## config.mk

```make
export PLATFORM = sky130hd
export DESIGN_NAME = booth_r4_seq_mult
export DESIGN_NICKNAME = d
export VERILOG_FILES = /design/src/rtl/booth_r4_seq_mult.sv
export SDC_FILE = /design/constraint.sdc
export NUM_CORES = 1
export LEC_CHECK = 0
export CORE_ASPECT_RATIO = 0.5
export CORE_MARGIN = 4
export CORE_UTILIZATION = 50
export CTS_CLUSTER_SIZE = 40
export DETAILED_ROUTE_END_ITERATION = 10
export MAX_ROUTING_LAYER = met4
export PLACE_DENSITY = 0.75
export SLEW_MARGIN = 40
export SYNTH_ARGS = -nofsm -noshare
export SYNTH_HDL_FRONTEND = slang
export SYNTH_SLANG_ARGS = --single-unit
```

## constraint.sdc

```tcl
create_clock -name clk -period 10.6 [get_ports clk]
set_clock_uncertainty 0.2 [all_clocks]
set_input_delay 2.12 -clock clk [delete_from_list [all_inputs] [get_ports clk]]
set_output_delay 2.12 -clock clk [all_outputs]
set_load 0.05 [all_outputs]
```

## src/rtl/booth_r4_seq_mult.sv

```systemverilog
`default_nettype none
// ============================================================================
// Module   : booth_r4_seq_mult
// Brief    : Sequential radix-4 Booth multiplier, one digit per cycle, with
//            signed/unsigned mode, valid/ready handshakes and early termination.
// Revision : 1.0 - initial release
// ============================================================================
module booth_r4_seq_mult #(
    parameter int WIDTH      = 8,
    parameter int EARLY_TERM = 0
) (
    input  logic                 clk,
    input  logic                 rst,
    input  logic                 in_valid,
    output logic                 in_ready,
    input  logic [WIDTH-1:0]     mc,
    input  logic [WIDTH-1:0]     mp,
    input  logic                 signed_mode,
    output logic                 out_valid,
    input  logic                 out_ready,
    output logic [2*WIDTH-1:0]   product,
    output logic                 busy
);
    localparam int c_nmax = WIDTH / 2 + 1;
    localparam int c_mpw  = 2 * c_nmax + 1;
    localparam int c_hw   = WIDTH + 3;
    localparam int c_aw   = c_hw + 2 * c_nmax;
    localparam int c_cw   = $clog2(c_nmax + 1);

    if ((WIDTH < 4) || ((WIDTH % 2) != 0)) begin : g_width_check
        $error("booth_r4_seq_mult: WIDTH must be even and >= 4");
    end

    typedef enum logic [1:0] {
        ST_IDLE = 2'd0,
        ST_RUN  = 2'd1,
        ST_DONE = 2'd2
    } state_t;

    state_t                r_state;
    state_t                w_state_next;
    logic [WIDTH:0]        r_mc;
    logic [c_mpw-1:0]      r_mp;
    logic                  r_sgn;
    logic [c_cw-1:0]       r_cnt;
    logic [c_aw-1:0]       r_acc;
    logic [2*WIDTH-1:0]    r_product;

    logic [2:0]            w_b;
    logic                  w_neg;
    logic                  w_one;
    logic                  w_two;
    logic [WIDTH+1:0]      w_mag;
    logic [c_hw-1:0]       w_pp_hi;
    logic [c_aw-1:0]       w_inc;
    logic signed [c_aw-1:0] w_sum;
    logic signed [c_aw-1:0] w_acc_next;
    logic [c_mpw-1:0]      w_mp_next;
    logic                  w_last;
    logic                  w_et;
    logic                  w_fin;
    logic [c_cw-1:0]       w_shamt;
    logic signed [c_aw-1:0] w_aligned;
    logic                  w_accept;

    // Booth digit decode of the current 3-bit window
    assign w_b   = r_mp[2:0];
    assign w_neg = w_b[2];
    assign w_one = w_b[1] ^ w_b[0];
    assign w_two = (w_b[2] & ~w_b[1] & ~w_b[0]) | (~w_b[2] & w_b[1] & w_b[0]);
    assign w_mag = w_one ? {r_mc[WIDTH], r_mc} :
                   w_two ? {r_mc, 1'b0} : '0;

    // Negation is invert here; the +1 enters the sum through w_inc
    assign w_pp_hi = w_neg ? ~{w_mag[WIDTH+1], w_mag} : {w_mag[WIDTH+1], w_mag};
    assign w_inc   = {{(c_hw-1){1'b0}}, w_neg, {(2*c_nmax){1'b0}}};
    assign w_sum   = r_acc + {w_pp_hi, {(2*c_nmax){1'b0}}} + w_inc;
    assign w_acc_next = w_sum >>> 2;
    assign w_mp_next  = {{2{r_mp[c_mpw-1]}}, r_mp[c_mpw-1:2]};

    assign w_last  = (r_cnt == (r_sgn ? c_cw'(c_nmax - 2) : c_cw'(c_nmax - 1)));
    assign w_et    = (EARLY_TERM != 0) && ((w_mp_next == '0) || (&w_mp_next));
    assign w_fin   = w_last || w_et;

    // Digits are always inserted at the top, so undo the shifts not yet taken
    assign w_shamt   = c_cw'(c_nmax - 1) - r_cnt;
    assign w_aligned = w_acc_next >>> {w_shamt, 1'b0};

    assign in_ready  = (r_state == ST_IDLE) && !rst;
    assign out_valid = (r_state == ST_DONE);
    assign busy      = (r_state != ST_IDLE);
    assign product   = r_product;
    assign w_accept  = in_valid && in_ready;

    always_ff @(posedge clk) begin
        if (rst) begin
            r_state <= ST_IDLE;
        end else begin
            r_state <= w_state_next;
        end
    end

    always_comb begin
        w_state_next = r_state;
        case (r_state)
            ST_IDLE: if (w_accept)  w_state_next = ST_RUN;
            ST_RUN:  if (w_fin)     w_state_next = ST_DONE;
            ST_DONE: if (out_ready) w_state_next = ST_IDLE;
            default:                w_state_next = ST_IDLE;
        endcase
    end

    always_ff @(posedge clk) begin
        if (rst) begin
            r_mc      <= '0;
            r_mp      <= '0;
            r_sgn     <= 1'b0;
            r_cnt     <= '0;
            r_acc     <= '0;
            r_product <= '0;
        end else if ((r_state == ST_IDLE) && w_accept) begin
            r_mc  <= {signed_mode & mc[WIDTH-1], mc};
            r_mp  <= {{2{signed_mode & mp[WIDTH-1]}}, mp, 1'b0};
            r_sgn <= signed_mode;
            r_cnt <= '0;
            r_acc <= '0;
        end else if (r_state == ST_RUN) begin
            r_acc <= w_acc_next;
            r_mp  <= w_mp_next;
            r_cnt <= r_cnt + c_cw'(1);
            if (w_fin) begin
                r_product <= (2*WIDTH)'(w_aligned);
            end
        end
    end
endmodule
`default_nettype wire
```

### Word-level counts from Yosys, hierarchy flattened

Index checks and enable logic that the tools add are counted.

* multiplexer cells: 10
* equality and inequality tests: 6
* $add $sub $neg: 4
* reductions and logical operators: 10
* shift operators: 1
* bitwise logic cells: 13

Operators with widths (count)
* 10-bit two-way mux: 3
* 11-bit two-way mux: 2
* 21-bit by 11-bit adder with 21-bit output: 1
* 21-bit adder: 1
* 19-bit by 4-bit >>> shifter with 16-bit output: 1
* 11-bit inverter: 1
* 1-bit bitwise AND: 6
* 2-bit two-way mux: 3
* 2-bit case mux with 3 select lines: 1
* 3-bit AND reduction: 2
* 2-bit != test, second input constant: 2
* 1-bit inverter: 4
* 2-bit nonzero test: 2
* 3-bit by 1-bit adder with 3-bit output, second input constant: 1
* 3-bit == test: 1
* 1-bit logical AND: 3
* 3-bit two-way mux: 1
* 3-bit subtractor, first input constant: 1
* 2-bit by 1-bit == test with 1-bit output, second input constant: 1
* 2-bit == test, second input constant: 1
* 2-bit zero test: 1
* 2-bit by 1-bit != test with 1-bit output, second input constant: 1
* 2-bit OR reduction: 1
* 1-bit zero test: 1
* other kinds (2): 2

* input port bits: 21
* word-level logic and storage cells: 53
* output and inout port bits: 19
* bits in registers: 61

### Depth between registers and ports, before layout

* word-level depth: 11
* depth in mapped cells: 15
* mapped depth without buffers: 14

### Least setup slack after synthesis

Ideal clock, no wire load.

* kind: input to output
* start point: input port rst
* end point: output port in_ready
* stages on the path: 2
* slack: 5315 ps
* path buffers: 1
* data required time: 8280 ps
* arrival time: 2965 ps
* path through: clkbuf_1 nor2_1

* word-level cells in the longest chain between the ends: 2

RTL lines
* start, declared: RTL line 13 `input logic rst,`
* 1-bit zero test: RTL line 89 `assign in_ready = (r_state == ST_IDLE) && !rst;`
* 1-bit logical AND: RTL line 89
* end, declared: RTL line 15 `output logic in_ready,`

Every way passes these cells.

### Worst setup path after layout

Ends and elaborated chain as after synthesis.

==> metrics.txt <==
Psw roughly 180 µW; synth top area cells dfxtp_1, nand2_1, ha_1, a21oi_1, nor2_1; final hold violation count 0; outcome finished clean; Adder-Cell Fraction of Synth Area about 7.6%; IO Port Bufs 39; 1st-iter DRT viols slightly above 400; count leader, synth nand2_1; Slowest Stage Delay on Critical Path between 0.8 and 0.9 ns; overall global routing resource usage 22.3%; remaining antenna violation count 0; unrepaired setup endpoints after global routing false; Crit Path Class input pin to output port; Pwr Density about 140 mW/mm²; CP Max Fanout 37; XOR/XNOR Fraction of Synth Area approximately 2.7%; Nets around 560; Syn Inst Count a little under 500; leak pwr 0.00167 µW; Clock Tree Root clkbuf_16; Routed WL per cell ~16 µm; Least-Margin Pin Slew approximately 0.84 ns; Max Slew Vio Count 0; CTS Buf Count 9; Yosys warning total 0; largest net degree at the start of global routing 38; share of power burned in registers 37.2%; syn nets 539; critical-path cell with the highest stage delay clkdlybuf4s50_1; Via Count between 3k and 4k; Synth Area in Compound Gates around 27%; Ports 40; share of power burned in combinational logic ~16%; asr flop ratio synth 0%; distinct cell type count after synthesis 65; dpl ws roughly 4.5 ns; cts hold-fix bufs 0; Critical Path Most Common Cell clkdlybuf4s50_1; CTS clock-pin slew for the worst setup and hold paths approximately 0.050 ns; Die H 69.8 µm; Clock Latency Late Sink approximately 0.33 ns; CTS resizes 0; Worst EP required 8.28 ns; Detail Placement HPWL approximately 6700 µm; Worst Hold Class flip-flop to flip-flop; cell area after layout 0.00455 mm²; Max-Cap Viols 0; Final TNS setup 0 ns; TritonCTS clock tree built; worst r2r path cells 14; Sink Count just under 60; Core Region 0.00738 mm²; Crit. End Element output port; simple-gate share of the synthesized area 23.8%; Starting Density 51.8%; Final Critical Period 6.09 ns; Die Wd between 100 and 150 µm; largest family of logic cells by synthesized area compound AO/OA/AOI/OAI gates; vias in the first global route about 3.3k; H-tree Lvls 3; Max Fclk roughly 160 MHz; average cell area after synthesis between 7 and 8 µm²; Hold Startpoint product[15]; gpl congestion a little under 0.9; sequential-to-total area share from yosys stat a little under a third; Area after DPL roughly 0.0043 mm²; worst path arrival time 3.77 ns; Residual DRC 0; CP cell instances clkdlybuf4s50_1 > buf_4 > nor2_1 > clkdlybuf4s50_1; Cell Int Power 461 µW; drt total wl 9930 µm; vias per cell 6.03; row count 22; final setup margin roughly 4.5 ns; peak supply drop between 0.09 and 0.1 mV; fillers slightly below 700; Critical Path Source rst; Antenna Cells 0; relative slew slack between 40 and 50%; ys flop type dfxtp_1; Mapped Area around 0.0038 mm²; post-CTS setup buffer count 0; post-layout util between 60% and 70%; first-pass GRT wire length between 15000 and 20000 µm; P&R area growth vs syn 19.1%; Post-synth EDFFs 0; Reg-to-Reg Start r_mp[1]; Commonest cells post-synth nand2_1, dfxtp_1, a21oi_1; post-synthesis mux area share under 10%; clk buf depth 2; Clock Power Share 46.4%; post-synth top area share just over 30%; Sw Share between 20 and 30%; final setup vio count 0; Yosys top cell by area dfxtp_1; full die area 0.00920 mm²; gr ovfl total 0; Hold Path Stages 2; drt pass-1 iters 5; Yosys reg bits 59; share of layout cells above drive strength 1 slightly below 8%; Final Cycle Share between 50% and 60%; CP Launch Type input pin; worst hold slack about 0.25 ns; antenna violations before repair 0
-- area by class of cell --
type	instances	area (µm²)	area share (%)
multi-input combinational	394	2490	54.6
sequential	59	1180	25.9
timing repair buffer	45	435	9.56
clock buffer	11	253	5.55
tap	96	120	2.64
clock inverter	4	50.0	1.10
inverter	7	26.3	0.577
-- state kept, by name, summed over array words and instances, names as in the netlist --
signal,flops
r_mc,9
product,16
r_cnt,3
r_acc,17
r_mp,11
r_sgn,1
r_state,2
-- stage by stage --
stage	std cells	power, µW
final	616	638
after global routing	616	661
after detailed placement	601	343
after global placement	601	341
after CTS	616	640
after floorplan	497	314
-- placed cells by master, fill, tap and decap left out, types with 4 or more instances in the layout --
cell type | netlist | routed
a211oi_1 | 8 | 7
a21o_1 | 6 | 6
a21oi_1 | 49 | 49
a221o_1 | 4 | 4
a221oi_1 | 8 | 8
a22oi_1 | 8 | 8
a31oi_1 | 7 | 7
buf_4 | 0 | 6
clkbuf_16 | 0 | 9
clkdlybuf4s50_1 | 0 | 39
dfxtp_1 | 59 | 59
ha_1 | 20 | 19
inv_1 | 7 | 7
mux2i_1 | 4 | 4
nand2_1 | 93 | 93
nand2b_1 | 16 | 16
nand3_1 | 8 | 8
nor2_1 | 40 | 40
nor2b_1 | 8 | 7
nor3_1 | 9 | 9
o211ai_1 | 5 | 5
o21ai_0 | 20 | 20
o22ai_1 | 4 | 4
xnor2_1 | 7 | 7
xor2_1 | 5 | 4
-- kinds of logic (layout without fill, tap and decap cells) --
kind of cell	Yosys count	after routing
flip-flops	59	59
multiplexers	9	9
XOR/XNOR	12	12
AND/OR/NAND/NOR	199	199
buffers and inverters	44	67
AO/OA/AOI/OAI	151	151
adder cells (fa/ha/maj)	23	23
-- per-layer routing --
| metal | share of wire (%) | global-route usage [%] |
|---|---|---|
| met4 | 1.2 | 6.64 |
| met2 | 41 | 31.8 |
| met3 | 8.0 | 5.94 |
| met1 | 50 | 30.9 |
| met5 | 0 | - |
-- worst max-delay path: cells and delay by family --
kind | cells | cell delay, ns
buffers and inverters | 3 | 1.47
and+or+nand+nor | 1 | 0.16
-- power groups by stage --
stage	sequential [µW]	combinational [µW]	clock, µW
after floorplan	239	75.2	0
after global placement	241	100	0
after detailed placement	242	101	0
after CTS	237	103	300
after global routing	238	114	309
final	237	104	296
-- worst paths after layout --
kind	endpoint	slack, ns
setup / recovery	in_ready	4.51
hold / removal	product[15]	0.25
setup reg to reg	product[5]	6.15
hold reg to reg	product[15]	0.25
Power figures use the tool's default switching activity.
